File: src/rtl/wb_hb_master_fifo.sv
// Host-bus to Wishbone classic master bridge with a command FIFO.
// Host commands are queued and issued one at a time. Each Wishbone cycle ends
// on ACK, on ERR, or on a bus timeout. Read results return to the host in order.
//
// state | meaning
// ------+---------------------------------------------------------------
// IDLE  | CYC low; pops the next queued command when one is available
// BUSY  | CYC/STB high; waits for ACK/ERR while the timeout counter runs

module wb_hb_master_fifo #(
    parameter int DATA_WIDTH = 16,
    parameter int ADDR_WIDTH = 16,
    parameter int FIFO_AW    = 2,
    parameter int TIMEOUT    = 255
) (
    input  logic                    clk,
    input  logic                    rst,
    input  logic                    hb_req,
    output logic                    hb_ready,
    input  logic                    hb_write,
    input  logic [ADDR_WIDTH-1:0]   hb_addr,
    input  logic [DATA_WIDTH-1:0]   hb_wrData,
    input  logic [DATA_WIDTH/8-1:0] hb_sel,
    output logic                    hb_rdValid,
    output logic [DATA_WIDTH-1:0]   hb_rdData,
    output logic                    hb_error,
    output logic                    hb_timeout,
    output logic                    wb_cycle,
    output logic                    wb_strobe,
    output logic                    wb_write,
    output logic [ADDR_WIDTH-1:0]   wb_addr,
    output logic [DATA_WIDTH-1:0]   wb_wrData,
    output logic [DATA_WIDTH/8-1:0] wb_sel,
    input  logic [DATA_WIDTH-1:0]   wb_rdData,
    input  logic                    wb_ack,
    input  logic                    wb_err
);

    localparam int SW    = DATA_WIDTH / 8;
    localparam int DEPTH = 1 << FIFO_AW;
    localparam int EW    = 1 + ADDR_WIDTH + DATA_WIDTH + SW;
    // A zero-width counter is not legal, so a disabled timeout still keeps one bit.
    localparam int CW     = (TIMEOUT > 0) ? $clog2(TIMEOUT + 1) : 1;
    localparam int LAST_I = (TIMEOUT > 0) ? TIMEOUT - 1 : 0;
    localparam logic [CW-1:0] CNT_LAST = LAST_I[CW-1:0];

    typedef enum logic {S_IDLE, S_BUSY} state_t;

    state_t                 state_q, state_d;
    logic [CW-1:0]          cnt_q, cnt_d;
    logic [FIFO_AW:0]       wr_ptr_q, wr_ptr_d, rd_ptr_q, rd_ptr_d;
    logic [EW-1:0]          fifo_mem [DEPTH];
    logic                   cyc_q, cyc_d;
    logic                   we_q, we_d;
    logic [ADDR_WIDTH-1:0]  addr_q, addr_d;
    logic [DATA_WIDTH-1:0]  wdata_q, wdata_d;
    logic [SW-1:0]          sel_q, sel_d;
    logic                   rdv_q, rdv_d;
    logic [DATA_WIDTH-1:0]  rdata_q, rdata_d;
    logic                   err_q, err_d;
    logic                   to_q, to_d;
    logic                   empty, full, push, pop;

    assign empty = (wr_ptr_q == rd_ptr_q);
    assign full  = (wr_ptr_q[FIFO_AW] != rd_ptr_q[FIFO_AW]) &&
                   (wr_ptr_q[FIFO_AW-1:0] == rd_ptr_q[FIFO_AW-1:0]);
    // Push only uses the current occupancy, so a full FIFO never accepts a
    // command in the same cycle as a pop.
    assign push  = hb_req && !full;
    assign pop   = (state_q == S_IDLE) && !empty;

    // Store accepted host commands; storage needs no reset because pointers qualify it.
    always_ff @(posedge clk) begin
        if (push) begin
            fifo_mem[wr_ptr_q[FIFO_AW-1:0]] <= {hb_write, hb_addr, hb_wrData, hb_sel};
        end
    end

    // Next-state logic for the FSM, the FIFO pointers and the host pulses.
    always_comb begin
        state_d  = state_q;
        cnt_d    = cnt_q;
        cyc_d    = cyc_q;
        we_d     = we_q;
        addr_d   = addr_q;
        wdata_d  = wdata_q;
        sel_d    = sel_q;
        rdv_d    = 1'b0;
        err_d    = 1'b0;
        to_d     = 1'b0;
        rdata_d  = rdata_q;
        wr_ptr_d = wr_ptr_q + {{FIFO_AW{1'b0}}, push};
        rd_ptr_d = rd_ptr_q + {{FIFO_AW{1'b0}}, pop};
        case (state_q)
            S_IDLE: begin
                if (!empty) begin
                    {we_d, addr_d, wdata_d, sel_d} = fifo_mem[rd_ptr_q[FIFO_AW-1:0]];
                    cyc_d   = 1'b1;
                    cnt_d   = '0;
                    state_d = S_BUSY;
                end
            end
            S_BUSY: begin
                if (wb_err) begin
                    cyc_d   = 1'b0;
                    err_d   = 1'b1;
                    rdv_d   = !we_q;
                    if (!we_q) rdata_d = '0;
                    cnt_d   = '0;
                    state_d = S_IDLE;
                end else if (wb_ack) begin
                    cyc_d   = 1'b0;
                    rdv_d   = !we_q;
                    if (!we_q) rdata_d = wb_rdData;
                    cnt_d   = '0;
                    state_d = S_IDLE;
                end else if ((TIMEOUT != 0) && (cnt_q == CNT_LAST)) begin
                    cyc_d   = 1'b0;
                    err_d   = 1'b1;
                    to_d    = 1'b1;
                    rdv_d   = !we_q;
                    if (!we_q) rdata_d = '0;
                    cnt_d   = '0;
                    state_d = S_IDLE;
                end else if (TIMEOUT != 0) begin
                    cnt_d = cnt_q + CW'(1);
                end
            end
            default: begin
                cyc_d   = 1'b0;
                state_d = S_IDLE;
            end
        endcase
    end

    // Register the FSM state and every output-facing signal.
    always_ff @(posedge clk) begin
        if (rst) begin
            state_q  <= S_IDLE;
            cnt_q    <= '0;
            wr_ptr_q <= '0;
            rd_ptr_q <= '0;
            cyc_q    <= 1'b0;
            we_q     <= 1'b0;
            addr_q   <= '0;
            wdata_q  <= '0;
            sel_q    <= '0;
            rdv_q    <= 1'b0;
            rdata_q  <= '0;
            err_q    <= 1'b0;
            to_q     <= 1'b0;
        end else begin
            state_q  <= state_d;
            cnt_q    <= cnt_d;
            wr_ptr_q <= wr_ptr_d;
            rd_ptr_q <= rd_ptr_d;
            cyc_q    <= cyc_d;
            we_q     <= we_d;
            addr_q   <= addr_d;
            wdata_q  <= wdata_d;
            sel_q    <= sel_d;
            rdv_q    <= rdv_d;
            rdata_q  <= rdata_d;
            err_q    <= err_d;
            to_q     <= to_d;
        end
    end

    assign hb_ready   = !full;
    assign hb_rdValid = rdv_q;
    assign hb_rdData  = rdata_q;
    assign hb_error   = err_q;
    assign hb_timeout = to_q;
    // Classic single-beat cycles: STB always tracks CYC.
    assign wb_cycle   = cyc_q;
    assign wb_strobe  = cyc_q;
    assign wb_write   = we_q;
    assign wb_addr    = addr_q;
    assign wb_wrData  = wdata_q;
    assign wb_sel     = sel_q;

endmodule

File: config.mk
export PLATFORM = sky130hd
export DESIGN_NAME = wb_hb_master_fifo
export DESIGN_NICKNAME = d
export VERILOG_FILES = /design/src/rtl/wb_hb_master_fifo.sv
export SDC_FILE = /design/constraint.sdc
export NUM_CORES = 1
export LEC_CHECK = 0
export CORE_MARGIN = 2
export CORE_UTILIZATION = 55
export CTS_CLUSTER_DIAMETER = 60
export DETAILED_ROUTE_END_ITERATION = 16
export GPL_TIMING_DRIVEN = 0
export PLACE_DENSITY = 0.81
export SLEW_MARGIN = 20
export SYNTH_ARGS = -nofsm -noshare
export SYNTH_HDL_FRONTEND = slang
export SYNTH_SLANG_ARGS = --single-unit
File: constraint.sdc
create_clock -name clk -period 10 [get_ports clk]
set_clock_uncertainty 0.05 [all_clocks]
set_input_delay 1.5 -clock clk [delete_from_list [all_inputs] [get_ports clk]]
set_output_delay 1.5 -clock clk [all_outputs]
set_load 0.05 [all_outputs]
==> impl_metrics.yaml, run 1 <==
run_status:
  outcome: "completed"
synthesis:
  synth_area_leaders: "edfxtp_1 (54%), dfxtp_1 (18%), mux4_2 (10%)"
  async_flop_share_pct: 0
  ys.flop_type: "edfxtp_1"
  synth_largest_area_cell: "edfxtp_1"
  ys_seq_elements: 210
  ys.warnings.count: 0
  ys_types: 36
  yosysMostFrequentCell: "edfxtp_1"
  synthesis.nets: 533
  synthesis.area_um2: 7780
  seq_area_frac_synth_pct: 72.1
  synthCells: 471
  syn_area_per_cell_um2: 16.5
  synth_common_cells: "edfxtp_1 (140), dfxtp_1 (70), nor2_1 (44)"
  synth_edf_count: 140
  yosysTopAreaCellShare_pct: 54.0
finish:
  diodes: 0
  final_cells: 811
  fill_cells: 855
  seq_area_um2: 5610
  syn_to_final_growth_pct: 27.3
  multi_input_area_um2: 2030
  utilization_pct: 71.6
  final_area_um2: 9910
  drive_gt1_share_pct: 15.5
  fin_nets: 679
clocking:
  cts-resized-gates: 0
  cts_root_buffer: "clkbuf_16"
  clk-insertion-delay-late_ns: 0.48
  cts_buffer_depth: 3
  clkTransAtPathRegs_ns: 0.06
  cts_setup_buffers: 0
  tritoncts: "built"
  h-tree-depth: 1
  cts_made_buffers: 21
  cts_sinks: 210
  cts_hold_buf: 0
placement:
  dp_slack_ns: 6.34
  placed_area_um2: 9260
  place.gp.congestion: 0.837
  dp_cells: 774
  dpl.hpwl_um: 10000
  io_buffers: 112
setup_path:
  cp.required_ns: 8.45
  cp.arrival_ns: 2.14
  end_kind: "output port"
  crit_type: "reg2out"
  cp_max_fo: 10
  cp-start-kind: "flip-flop"
global_route:
  busiest_layer: "met2"
  grt_pass1_wl_um: 23500
  grt_pass1_vias: 4687
  grt_util_met1_pct: 25.3
  grt_use_total_pct: 20.5
  gr-total-overflow: 0
  grt_max_degree: 24
  antenna_found_initial: 0
  grt_use_met2_pct: 36.6
  grt_use_met3_pct: 4.43
pwr:
  power.leakage_uw: 0.00340
  worst_ir_drop_vdd_mv: 0.257
  p_per_area_nw_per_um2: 267
timing:
  final_hold_viol_count: 0
  finalWorstSetupSlack_ns: 6.31
  clock.fmax_mhz: 271
  slew_headroom_pct: 53.5
  slew_viol_final: 0
  fin_crit_ns: 3.69
  setup_viol: 0
  rsz0062_at_grt: "no"
  finalCritPeriodShare_pct: 36.9
  worst_pin_slew_ns: 0.694
  tns_ns: 0
routing:
  vias_per_cell: 5.50
  num_vias: 4461
  dr.first_iter.drc_count: 188
  avgRoutedWirePerCell_um: 18.6
  drt_pass1_iterations: 4
  finalWirelength_um: 15100
  drcViolationCount: 0
  antenna_left: 0
run:
  max_cap_violations: 0
floorplan:
  rows: 43
  dieWidth_um: 123
  initial_core_util_pct: 56.3
  core_area_um2: 13800
  fp.dieArea_um2: 15100
  die_h_um: 123
  ios: 113
hold_path:
  hold_class: "reg2reg"
[report_power, final]
group          internal (uW)  leakage, uW  switching (uW)  total, uW
combinational            343      0.00122             486        830
sequential              1030      0.00186            55.2       1080
clock                    429     0.000317             303        732
[critical path: stages, from the launching register on]
cell,delay [ns]
dfxtp_1,0.35
buf_4,0.23
xnor2_1,0.11
nand3_1,0.14
clkdlybuf4s50_1,0.84
[final cells by class]
| class | instances | area share, % |
|---|---|---|
| inverter | 5 | 0.189 |
| sequential | 210 | 56.6 |
| buffer | 24 | 1.40 |
| multi-input combinational | 232 | 20.5 |
| clock buffer | 28 | 5.77 |
| tap | 180 | 2.27 |
| clock inverter | 9 | 0.796 |
| timing repair buffer | 123 | 12.4 |
[cells by family (layout without fill, tap and decap cells)]
group / Yosys count / in the layout / synth area share, %
fa+ha+maj: 6 / 6 / 0.965
xor+xnor: 10 / 10 / 1.13
buf+inv: 29 / 189 / 2.03
simple gates: 93 / 93 / 5.36
flops: 210 / 210 / 72.1
compound gates: 53 / 53 / 3.83
mux: 70 / 70 / 14.6
[metrics by stage]
step / total power (uW) / hold WS [ns]
detailed placement: 1930 / 0.416
floorplan: 1670 / 0.381
CTS: 2670 / 0.425
global route: 2750 / 0.455
finish: 2640 / 0.423
global placement: 1900 / 0.401
[path summary, 6_finish.rpt]
kind                      from         endpoint  slack, ns  cells past startpoint
setup / recovery   rd_ptr_q[0]         hb_ready       6.31                      4
hold / removal    hb_rdData[0]     hb_rdData[0]       0.42                      2
setup reg to reg   rd_ptr_q[0]  fifo_mem[2][15]       7.42                      8
hold reg to reg   hb_rdData[0]     hb_rdData[0]       0.42                      2
[state kept, by name, indices dropped and copies added, names as in the netlist, 2 cells and up]
signal,count
hb_rdData,16
wr_ptr_q,3
cnt_q,8
rd_ptr_q,3
wb_addr,16
wb_wrData,16
wb_sel,2
fifo_mem,140
[routing by layer]
layer / vias to the layer above / wire length, um / part of all wire, %
met1: 2220 / 6030 / 40
met3: 19 / 1000 / 6.6
met5: - / 0 / 0
met2: 144 / 7840 / 52
met4: 0 / 212 / 1.4
li1: 2078 / - / -
[cell usage in the layout (no fill, tap or decap), types with 3 or more instances in the layout]
cell	netlist	layout
a31oi_1	6	6
mux4_2	35	35
nor3_1	4	3
clkinv_2	0	5
xor2_1	4	4
ha_1	6	6
nor2b_1	4	4
o21ai_0	16	16
mux2i_1	35	35
buf_4	4	12
clkbuf_16	0	21
edfxtp_1	140	140
inv_1	5	5
clkbuf_1	11	16
xnor2_1	6	6
buf_2	5	5
buf_6	2	3
dfxtp_1	70	70
nand2_1	23	23
clkdlybuf4s50_1	0	112
nand3_1	7	7
a21oi_1	24	24
nor2_1	44	43
Power figures use the tool's default switching activity.
==> run 2, diff against run 1 <==
--- a/config.mk
+++ b/config.mk
@@ -6,11 +6,11 @@
 export NUM_CORES = 1
 export LEC_CHECK = 0
 export CORE_MARGIN = 2
-export CORE_UTILIZATION = 55
+export CORE_UTILIZATION = 54
 export CTS_CLUSTER_DIAMETER = 60
 export DETAILED_ROUTE_END_ITERATION = 16
 export GPL_TIMING_DRIVEN = 0
-export PLACE_DENSITY = 0.81
+export PLACE_DENSITY = 0.79
 export SLEW_MARGIN = 20
 export SYNTH_ARGS = -nofsm -noshare
 export SYNTH_HDL_FRONTEND = slang
==> constraint.sdc (replaced) <==
create_clock -name clk -period 3.75 [get_ports clk]
set_clock_uncertainty 0.05 [all_clocks]
set_input_delay 0.5625 -clock clk [delete_from_list [all_inputs] [get_ports clk]]
set_output_delay 0.5625 -clock clk [all_outputs]
set_load 0.05 [all_outputs]
==> run 2 against run 1 <==
Sequential power grew to 2.7 times the previous value; via count barely moved; core utilization down 0.60 points; hold slack gained 0.0075 ns; flip-flop and latch count is the same; critical endpoint unchanged; largest cell class unchanged; largest power group unchanged.
==> impl_metrics.yaml, run 2 (same netlist as run 1, synthesis figures left out) <==
run_status:
  outcome: "completed"
clocking:
  clkTransAtPathRegs_ns: 0.06
  cts_sinks: 210
  cts_hold_buf: 0
  cts_made_buffers: 21
  cts-resized-gates: 0
  clk-insertion-delay-late_ns: 0.48
  h-tree-depth: 1
  cts_root_buffer: "clkbuf_16"
  cts_buffer_depth: 3
  tritoncts: "built"
  cts_setup_buffers: 0
placement:
  io_buffers: 112
  dp_slack_ns: 1.19
  dpl.hpwl_um: 9870
  place.gp.congestion: 0.835
routing:
  finalWirelength_um: 15100
  avgRoutedWirePerCell_um: 18.7
  drt_pass1_iterations: 4
  drcViolationCount: 0
  vias_per_cell: 5.51
  antenna_left: 0
  dr.first_iter.drc_count: 289
  num_vias: 4457
hold_path:
  min_from: "hb_rdData[10]"
  hold_class: "reg2reg"
  worstHoldPathCells: 2
  min_delay_worst_endpoint: "hb_rdData[10]"
global_route:
  antenna_found_initial: 0
  grt_use_total_pct: 20.1
  grt_pass1_vias: 4598
  grt_max_degree: 23
  gr-total-overflow: 0
  grt_pass1_wl_um: 23200
pwr:
  worst_ir_drop_vdd_mv: 0.601
  p_per_area_nw_per_um2: 711
  power.leakage_uw: 0.00340
finish:
  fill_cells: 880
  layout_common_cells: "edfxtp_1 (140), clkdlybuf4s50_1 (112), dfxtp_1 (70), nor2_1 (43)"
  drive_gt1_share_pct: 15.6
  largest_reg_flops: 140
  syn_to_final_growth_pct: 27.7
  final_common_cell: "edfxtp_1"
  diodes: 0
  fin_nets: 676
floorplan:
  fp.dieArea_um2: 15400
  initial_core_util_pct: 55.6
  rows: 43
  dieWidth_um: 124
  die_h_um: 124
  ios: 113
  core_area_um2: 14000
timing:
  slew_viol_final: 0
  setup_viol: 0
  finalCritPeriodShare_pct: 75.0
  fin_crit_ns: 2.81
  final_hold_viol_count: 0
  clock.fmax_mhz: 355
  finalWorstSetupSlack_ns: 0.937
  worst_pin_slew_ns: 0.661
  holdWs_ns: 0.430
  rsz0062_at_grt: "no"
  slew_headroom_pct: 56.0
setup_path:
  cp-start-kind: "flip-flop"
  cp_max_fo: 7
  r2r.worst_path.cells: 6
  reg2reg_to: "fifo_mem[2][9]"
  cp.arrival_ns: 2.20
  crit_type: "reg2out"
  worstReg2RegStart: "wr_ptr_q[1]"
  r2r_setup_slack_ns: 1.36
  cp.required_ns: 3.14
  end_kind: "output port"
run:
  max_cap_violations: 0
[run 2: final cells by class]
type / instances / area [um2] / share of cell area, %
buffer: 24 / 139 / 1.40
clock buffer: 24 / 557 / 5.60
clock inverter: 14 / 105 / 1.06
inverter: 5 / 18.8 / 0.189
multi-input combinational: 232 / 2050 / 20.6
sequential: 210 / 5610 / 56.4
tap: 180 / 225 / 2.27
timing repair buffer: 120 / 1240 / 12.5
[run 2: critical path, cell delays in order, from the launching register on]
cell	delay, ns
dfxtp_1	0.57
xnor2_1	0.16
nand3_1	0.16
clkdlybuf4s50_1	0.83
[run 2: stage by stage]
stage | util (%) | instance area, um2 | TNS [ns] | std cells | total power, uW
after CTS | 71.0 | 9940 | 0 | 809 | 7130
after global placement | 65.3 | 9140 | -54.41 | 763 | 5070
after global routing | 71.0 | 9940 | 0 | 809 | 7360
after floorplan | - | 7790 | 0 | 471 | 4460
after detailed placement | 66.3 | 9280 | 0 | 771 | 5140
final | 71.0 | 9940 | 0 | 809 | 7070
[run 2: power by group]
part	internal, uW	switching [uW]
sequential	2740	145
combinational	920	1300
clock	1140	825
total	4800	2270
[run 2: worst max path at each step]
stage	startpoint	endpoint	slack (ns)	cells after the start
floorplan	rd_ptr_q[1]	fifo_mem[1][0]	0.40	7
global placement	hb_req	fifo_mem[1][4]	-0.74	5
detailed placement	hb_req	fifo_mem[1][5]	1.19	6
CTS	rd_ptr_q[0]	hb_ready	0.92	4
global route	wr_ptr_q[1]	hb_ready	0.84	3
finish	wr_ptr_q[1]	hb_ready	0.94	3
[run 2: per-layer routing]
metal  global-route usage, %  vias to the layer above  part of all wire [%]
met1                    25.0                     2197                    40
met5                       0                        -                     0
li1                        -                     2078                     -
met4                    5.90                        0                   1.7
met3                    3.71                       18                   7.6
met2                    36.3                      164                    51
==> run 3, diff against run 2 <==
--- a/config.mk
+++ b/config.mk
@@ -6,11 +6,11 @@
 export NUM_CORES = 1
 export LEC_CHECK = 0
 export CORE_MARGIN = 2
-export CORE_UTILIZATION = 54
+export CORE_UTILIZATION = 49
 export CTS_CLUSTER_DIAMETER = 60
 export DETAILED_ROUTE_END_ITERATION = 16
 export GPL_TIMING_DRIVEN = 0
-export PLACE_DENSITY = 0.79
+export PLACE_DENSITY = 0.76
 export SLEW_MARGIN = 20
 export SYNTH_ARGS = -nofsm -noshare
 export SYNTH_HDL_FRONTEND = slang
==> constraint.sdc (replaced) <==
create_clock -name clk -period 2.5 [get_ports clk]
set_clock_uncertainty 0.05 [all_clocks]
set_input_delay 0.375 -clock clk [delete_from_list [all_inputs] [get_ports clk]]
set_output_delay 0.375 -clock clk [all_outputs]
set_load 0.05 [all_outputs]
==> run 3 against run 2 <==
Non-clock buffer count down 1; cell area up 0.92%; highest routed layer unchanged; clock-buffer cell count increased by 1; first-iteration DRC count is 9.7% lower; largest cell class unchanged; flip-flop and latch count is the same; combinational power rose by 49%; clock power up 59%; die area increased by 9.9%; cell count grew 4.6%; largest power group unchanged; hold slack worse by 0.047 ns.
==> impl_metrics.yaml, run 3 (same netlist as run 1, synthesis figures left out) <==
clocking:
  cts_root_buffer: "clkbuf_16"
  h-tree-depth: 1
  clkTransAtPathRegs_ns: 0.06
  tritoncts: "built"
  cts_setup_buffers: 0
  cts_made_buffers: 22
  cts_hold_buf: 0
  cts_sinks: 210
  clk-insertion-delay-late_ns: 0.50
  cts_buffer_depth: 3
  cts-resized-gates: 1
timing:
  slew_headroom_pct: 56.2
  rsz0062_at_grt: "no"
  final_hold_viol_count: 0
  clock.fmax_mhz: 441
  finalCritPeriodShare_pct: 90.7
  fin_crit_ns: 2.27
  setup_viol: 0
  slew_viol_final: 0
  worst_pin_slew_ns: 0.657
placement:
  io_buffers: 112
  dp_cells: 806
  place.gp.congestion: 0.805
  dpl.hpwl_um: 10100
run:
  max_cap_violations: 0
routing:
  vias_per_cell: 5.21
  dr.first_iter.drc_count: 261
  finalWirelength_um: 15300
  antenna_left: 0
  drcViolationCount: 0
  avgRoutedWirePerCell_um: 18.1
  num_vias: 4409
  drt_pass1_iterations: 5
global_route:
  grt_pass1_vias: 4624
  grt_max_degree: 36
  gr-total-overflow: 0
  grt_use_total_pct: 18.4
  grt_pass1_wl_um: 23800
  antenna_found_initial: 0
pwr:
  worst_ir_drop_vdd_mv: 0.963
  p_per_area_nw_per_um2: 1070
  power.leakage_uw: 0.00341
  total_power_uw: 10700
floorplan:
  die_h_um: 130
  initial_core_util_pct: 49.5
  dieWidth_um: 130
  ios: 113
  core_area_um2: 15700
  rows: 46
  fp.dieArea_um2: 16900
setup_path:
  cp_max_fo: 22
  r2r.worst_path.cells: 8
  cp-start-kind: "flip-flop"
  end_kind: "flip-flop"
  cp.arrival_ns: 2.41
  cp.required_ns: 2.64
  crit_type: "reg2reg"
finish:
  fin_nets: 676
  layout_common_cells: "edfxtp_1 (140), clkdlybuf4s50_1 (111), dfxtp_1 (68), nor2_1 (43)"
  drive_gt1_share_pct: 16.0
  final_cells: 846
  final_common_cell: "edfxtp_1"
  diodes: 0
  largest_reg_flops: 140
  syn_to_final_growth_pct: 28.9
run_status:
  outcome: "completed"
hold_path:
  hold_class: "in2reg"
  worstHoldPathCells: 3
[run 3: changes by cell type in the layout (fill, tap and decap cells not counted), moves of 2 or more]
cell,change
clkbuf_16,+2
clkbuf_8,-2
clkinv_2,-2
clkinvlp_4,+2
dfxtp_1,-2
dfxtp_2,+2
inv_6,+2
[run 3: final timing paths]
kind	startpoint	to	slack [ns]
worst min register to register	hb_rdData[12]	hb_rdData[12]	0.43
worst min-delay path	wb_rdData[2]	hb_rdData[2]	0.38
worst max register to register	rd_ptr_q[1]	fifo_mem[1][28]	0.23
worst max-delay path	rd_ptr_q[1]	fifo_mem[1][28]	0.23
[run 3: power by group]
part	leakage, uW	switching [uW]	internal, uW
clock	0.000337	1320	1800
sequential	0.00186	215	4110
combinational	0.00121	1930	1380
total	0.00341	3460	7290
[run 3: through the flow]
stage / util [%] / area [um2] / worst slack [ns] / setup TNS (ns) / hold WS [ns]
2_1_floorplan: - / 7820 / 0.00266 / 0 / 0.381
3_3_place_gp: 58.6 / 9210 / -0.640 / -44.26 / 0.398
3_5_place_dp: 59.3 / 9320 / 0.0224 / 0 / 0.408
4_1_cts: 63.8 / 10000 / 0.0591 / 0 / 0.368
5_1_grt: 63.8 / 10000 / 0.0427 / 0 / 0.392
6_report: 63.8 / 10000 / 0.232 / 0 / 0.383
[run 3: final cells by class]
cell class                 count  area (um2)
timing repair buffer         119        1230
sequential                   210        5610
clock buffer                  25         583
multi-input combinational    232        2060
inverter                       5        18.8
tap                          216         270
clock inverter                15         119
fill                        1136        5680
buffer                        24         139
[run 3: per-layer routing]
metal | GRT usage (%) | wire [um] | part of all wire, % | up-vias
li1 | - | - | - | 2073
met3 | 4.02 | 1090 | 7.1 | 22
met1 | 23.0 | 6210 | 40 | 2158
met4 | 4.93 | 245 | 1.6 | 0
met5 | 0 | 0 | 0 | -
met2 | 32.5 | 7790 | 51 | 156
[run 3: worst max-delay path, stage by stage, from the launching register on]
cell and delay, ns:
dfxtp_1 0.33, buf_4 0.21, xnor2_1 0.13, nand3_2 0.10, nand2_1 0.15, inv_1 0.15
nand2_1 0.10, nor2_4 0.46, buf_12 0.26
==> RTL edit 1: new RTL, settings of run 2 <==
Remove the register `err_q`: a continuous assignment takes its place, so the output `hb_error` follows one clock earlier.
--- a/src/rtl/wb_hb_master_fifo.sv
+++ b/src/rtl/wb_hb_master_fifo.sv
@@ -149,3 +149,2 @@
             rdata_q  <= '0;
-            err_q    <= 1'b0;
             to_q     <= 1'b0;
@@ -163,3 +162,2 @@
             rdata_q  <= rdata_d;
-            err_q    <= err_d;
             to_q     <= to_d;
@@ -167,2 +165,4 @@
     end
+
+    assign err_q = err_d;
 
Behaviour: not the same (a bounded check fails within 4 cycles, from zero or initial values and one cycle with rst high).
==> RTL edit 1 against run 2 <==
Count of clock-buffer cells in the layout increased by 8. Worst hold slack about the same. Area after synthesis rose by 0.34%. Combinational power grew 5%. Register-to-register slack got worse by 0.28 ns. Sequential cell count down 1. Cell area is essentially flat. Wire length up 2.7%. Total power is 1.1% higher. Utilization about the same. Worst setup slack got worse by 0.29 ns. Critical path type unchanged. Highest routed layer unchanged.
==> RTL edit 1: results (changes against run 2) <==
| Metric | Value |
|---|---|
| Status | completed (unchanged) |
| Port Buffers | 111 (was 112) |
| Logic pwr share | 32.4% (was 31.4%) |
| Total GRT Usage | 20.4% (was 20.1%) |
| Met1 WL | 6370 um (was 6020 um) |
| Critical path's largest stage delay | 0.79 ns (was 0.83 ns) |
| Worst Max-Slew Pin Slew | 0.805 ns (was 0.661 ns) |
| CP max FO | 6 (was 7) |
| Layout fillers | 908 (was 880) |
| GP Congestion | 0.783 (was 0.835) |
| Non-clock inverters | 4 (was 5) |
| Switching Share | 32.2% (was 32.1%) |
| Footprint of the multi-input gates | 2060 sq um (was 2050 sq um) |
| Mux share of post-synthesis cell area | 14.7% (was 14.6%) |
| First-pass GRT wire length | 25100 um (was 23200 um) |
| Clock buffer count | 32 (was 24) |
| Pre-CTS WS | 1.07 ns (was 1.19 ns) |
| Synth area leaders | edfxtp_1 (54%), dfxtp_1 (18%), mux4_2 (10%), mux2i_1 (4.6%), nor2_1 (2.0%) (was edfxtp_1 (54%), dfxtp_1 (18%), mux4_2 (10%), mux2i_1 (4.5%), nor2_1 (2.1%)) |
| Reg-to-reg endpoint | fifo_mem[2][29] (was fifo_mem[2][9]) |
| Arr. time, crit path | 2.49 ns (was 2.20 ns) |
| Worst setup path end | hb_error (was hb_ready) |
| Yosys cell types | 42 (was 36) |
| Mapped Area | 7800 sq um (was 7780 sq um) |
| R2R Path Start | wr_ptr_q[0] (was wr_ptr_q[1]) |
| Met2 wire len | 7750 um (was 7680 um) |
| Compound-Gate Fraction of Synth Area | 3.80% (was 3.83%) |
| Initial DRC Count | 301 (was 289) |
| WL/cell | 19.3 um (was 18.7 um) |
[RTL edit 1: changes by cell type after synthesis, sizes merged, moves of 2 or more]
cell / before / now
a22o: 2 / 0
nand2: 23 / 25
nor3: 5 / 3
or3: 0 / 4
nor3b: 1 / 3
inv: 5 / 3
clkbuf: 12 / 14
a21oi: 25 / 19
nor2: 44 / 41
xnor2: 6 / 2
[RTL edit 1: worst max-delay path, delay by kind of cell, from the launching register on]
family,cells,cell delay (ns)
buf+inv,2,1.03
flops,1,0.42
compound gates,1,0.12
simple gates,3,0.43
[RTL edit 1: cells by family (layout without fill, tap and decap cells)]
family | after synthesis | count (layout)
DFF | 209 | 209
muxes | 71 | 71
xor gates and xnor gates | 5 | 5
adders and majority gates | 6 | 6
AOI/OAI and AO/OA | 49 | 49
buffers and inverters | 29 | 188
and+or+nand+nor | 98 | 98
==> RTL edit 2: new RTL, config.mk and constraints of run 2 <==
Without the edit above. Set the parameter `FIFO_AW` to 3 (it was 2).
--- a/src/rtl/wb_hb_master_fifo.sv
+++ b/src/rtl/wb_hb_master_fifo.sv
@@ -12,3 +12,3 @@
     parameter int ADDR_WIDTH = 16,
-    parameter int FIFO_AW    = 2,
+    parameter int FIFO_AW    = 3,
     parameter int TIMEOUT    = 255
Formal check against the unedited RTL: not equivalent (Yosys sat finds a counterexample within 10 cycles, from zero or initial values and one cycle with rst high).
==> RTL edit 2 against run 2 <==
Total power grew 58%. Sequential cell count rose by 142. Worst hold slack lost 0.0056 ns. Via count increased by 58%. Synthesized cell count up 46%. Wire length increased by 86%. Cell area rose by 64%. Sequential power increased by 62%. Worst setup slack lost 0.68 ns. Area after synthesis is 70% higher. Critical path type unchanged. Largest cell class unchanged. Highest routed layer is now met5.
==> RTL edit 2: results (changes against run 2) <==
| Metric | Value |
|---|---|
| Status | completed (unchanged) |
| Fraction of registers with async set/reset | 0% (unchanged) |
| Clock transition at path regs | 0.06 ns (about the same) |
| Number of global-route vias before repair | 7174 (was 4598) |
| Sequential fraction of the synthesis area | 74.4% (was 72.1%) |
| Hold WC Path Type | reg -> reg (unchanged) |
| Hpwl dp | 17200 um (was 9870 um) |
| Total number of vias | 7044 (was 4457) |
| Clock Tree Root | clkbuf_16 (unchanged) |
| Yosys cell types | 45 (was 36) |
| Max Cap Violations | 0 (unchanged) |
| Syn nets | 750 (was 533) |
| WL/cell | 23.2 um (was 18.7 um) |
| Total GRT Usage | 22.4% (was 20.1%) |
| Initial antenna violation count | 1 (was 0) |
| Post-synthesis adder-cell area fraction | 0.567% (was 0.965%) |
| Maximum clock path buffer count | 3 (unchanged) |
| Mux share of post-synthesis cell area | 14.8% (was 14.6%) |
| Placed cell area | 15100 sq um (was 9280 sq um) |
| Worst Max-Slew Pin Slew | 0.921 ns (was 0.661 ns) |
| Initial DRC Count | 583 (was 289) |
| Post_cts resized | 0 (unchanged) |
| CP max FO | 10 (was 7) |
| Maximum VDD drop | 0.479 mV (was 0.601 mV) |
| Skew-Pair Late Insertion Delay | 0.53 ns (was 0.48 ns) |
| Antenna Cells | 0 (unchanged) |
| Post-synth EDFFs | 280 (was 140) |
| H-tree levels | 2 (was 1) |
| Synth area leaders | edfxtp_1 (64%), mux4_2 (12%), dfxtp_1 (11%), mux2i_1 (2.9%), a21oi_1 (1.5%) (was edfxtp_1 (54%), dfxtp_1 (18%), mux4_2 (10%), mux2i_1 (4.5%), nor2_1 (2.1%)) |
| Pre-CTS WS | 0.717 ns (was 1.19 ns) |
| Post-CTS setup buffer count | 0 (unchanged) |
| Post-Synth XOR/XNOR Area | 0.907% (was 1.13%) |
| Arr. time, crit path | 2.88 ns (was 2.20 ns) |
| Compound-Gate Fraction of Synth Area | 4.80% (was 3.83%) |
| Top_reg_cell synth | edfxtp_1 (unchanged) |
| Synth warnings | 0 (unchanged) |
| Hold Crit Depth | 1 (was 2) |
| GP Congestion | 0.809 (was 0.835) |
| Nets | 919 (was 676) |
| First-pass GRT wire length | 43000 um (was 23200 um) |
| Hold Violations, Final | 0 (unchanged) |
| Commonest cells in the netlist | edfxtp_1 (280), dfxtp_1 (72), mux4_2 (70) (was edfxtp_1 (140), dfxtp_1 (70), nor2_1 (44)) |
| Port Buffers | 112 (unchanged) |
| Worst r2r path cells | 7 (was 6) |
| CTS Buf Count | 37 (was 21) |
| Max FFs per register | 280 (was 140) |
| Layout fillers | 1502 (was 880) |
| Leakage | 5.26 nW (was 3.40 nW) |
| Share of cells above drive strength 1 | 20.0% (was 15.6%) |
| Drt first pass iters | 6 (was 4) |
| Pin count of the biggest net entering global routing | 22 (was 23) |
## RTL edit 2: cell count changes after synthesis, sizes merged, moves of 8 or more
cell           run 2  this run
o21ai             18        38
nand2             23         5
nor2              44        14
buf               12        25
edfxtp           140       280
a22o               2        16
a21oi             25        40
mux4              35        70
nand3              7        15
## RTL edit 2: layout make-up
class | instances | area (sq um) | area share (%)
sequential | 352 | 9850 | 60.4
multi-input combinational | 294 | 3200 | 19.6
timing repair buffer | 130 | 1430 | 8.78
clock buffer | 54 | 1050 | 6.44
tap | 324 | 405 | 2.49
buffer | 38 | 228 | 1.40
clock inverter | 14 | 125 | 0.767
inverter | 4 | 17.5 | 0.107
## RTL edit 2: routing by layer
layer | part of all wire, % | wire length, um | vias up | GRT usage [%]
li1 | - | - | 3125 | -
met1 | 40 | 11300 | 3568 | 30.5
met2 | 49 | 13900 | 290 | 36.0
met3 | 8.0 | 2260 | 59 | 5.27
met4 | 2.4 | 680 | 2 | 7.58
met5 | 0.043 | 12 | - | 0
## RTL edit 2: cells by family (layout without fill, tap and decap cells)
group / count (synthesis) / in the layout
XOR/XNOR: 12 / 12
AO/OA/AOI/OAI: 104 / 104
adder cells (fa/ha/maj): 6 / 6
flip-flops: 352 / 352
buffers and inverters: 42 / 240
AND/OR/NAND/NOR: 64 / 64
multiplexers: 108 / 108
## RTL edit 2: power breakdown
group	switching [mW]	internal, mW
Combinational	1.81	1.13
Sequential	0.170	4.52
Clock	1.47	2.04
## RTL edit 2: per-stage QoR
step | total power [mW] | utilization [%] | setup TNS (ns) | cells
floorplan | 6.74 | - | -21.17 | 688
global placement | 7.64 | 61.1 | -432.52 | 1124
detailed placement | 7.71 | 62.6 | 0 | 1142
CTS | 11.2 | 67.5 | 0 | 1210
global route | 11.6 | 67.5 | 0 | 1210
finish | 11.1 | 67.5 | 0 | 1210
## RTL edit 2: worst max-delay path, cell delays in order (launching register included)
cell,delay (ns)
dfxtp_1,0.35
buf_2,0.28
buf_1,0.59
xnor2_1,0.15
nand4_1,0.16
clkdlybuf4s50_1,0.82
## RTL edit 2: worst paths after layout
kind	startpoint	to	slack, ns
setup / recovery	rd_ptr_q[2]	hb_ready	0.26
hold / removal	hb_rdData[0]	hb_rdData[0]	0.42
setup reg to reg	wr_ptr_q[2]	fifo_mem[1][3]	0.85
hold reg to reg	hb_rdData[0]	hb_rdData[0]	0.42
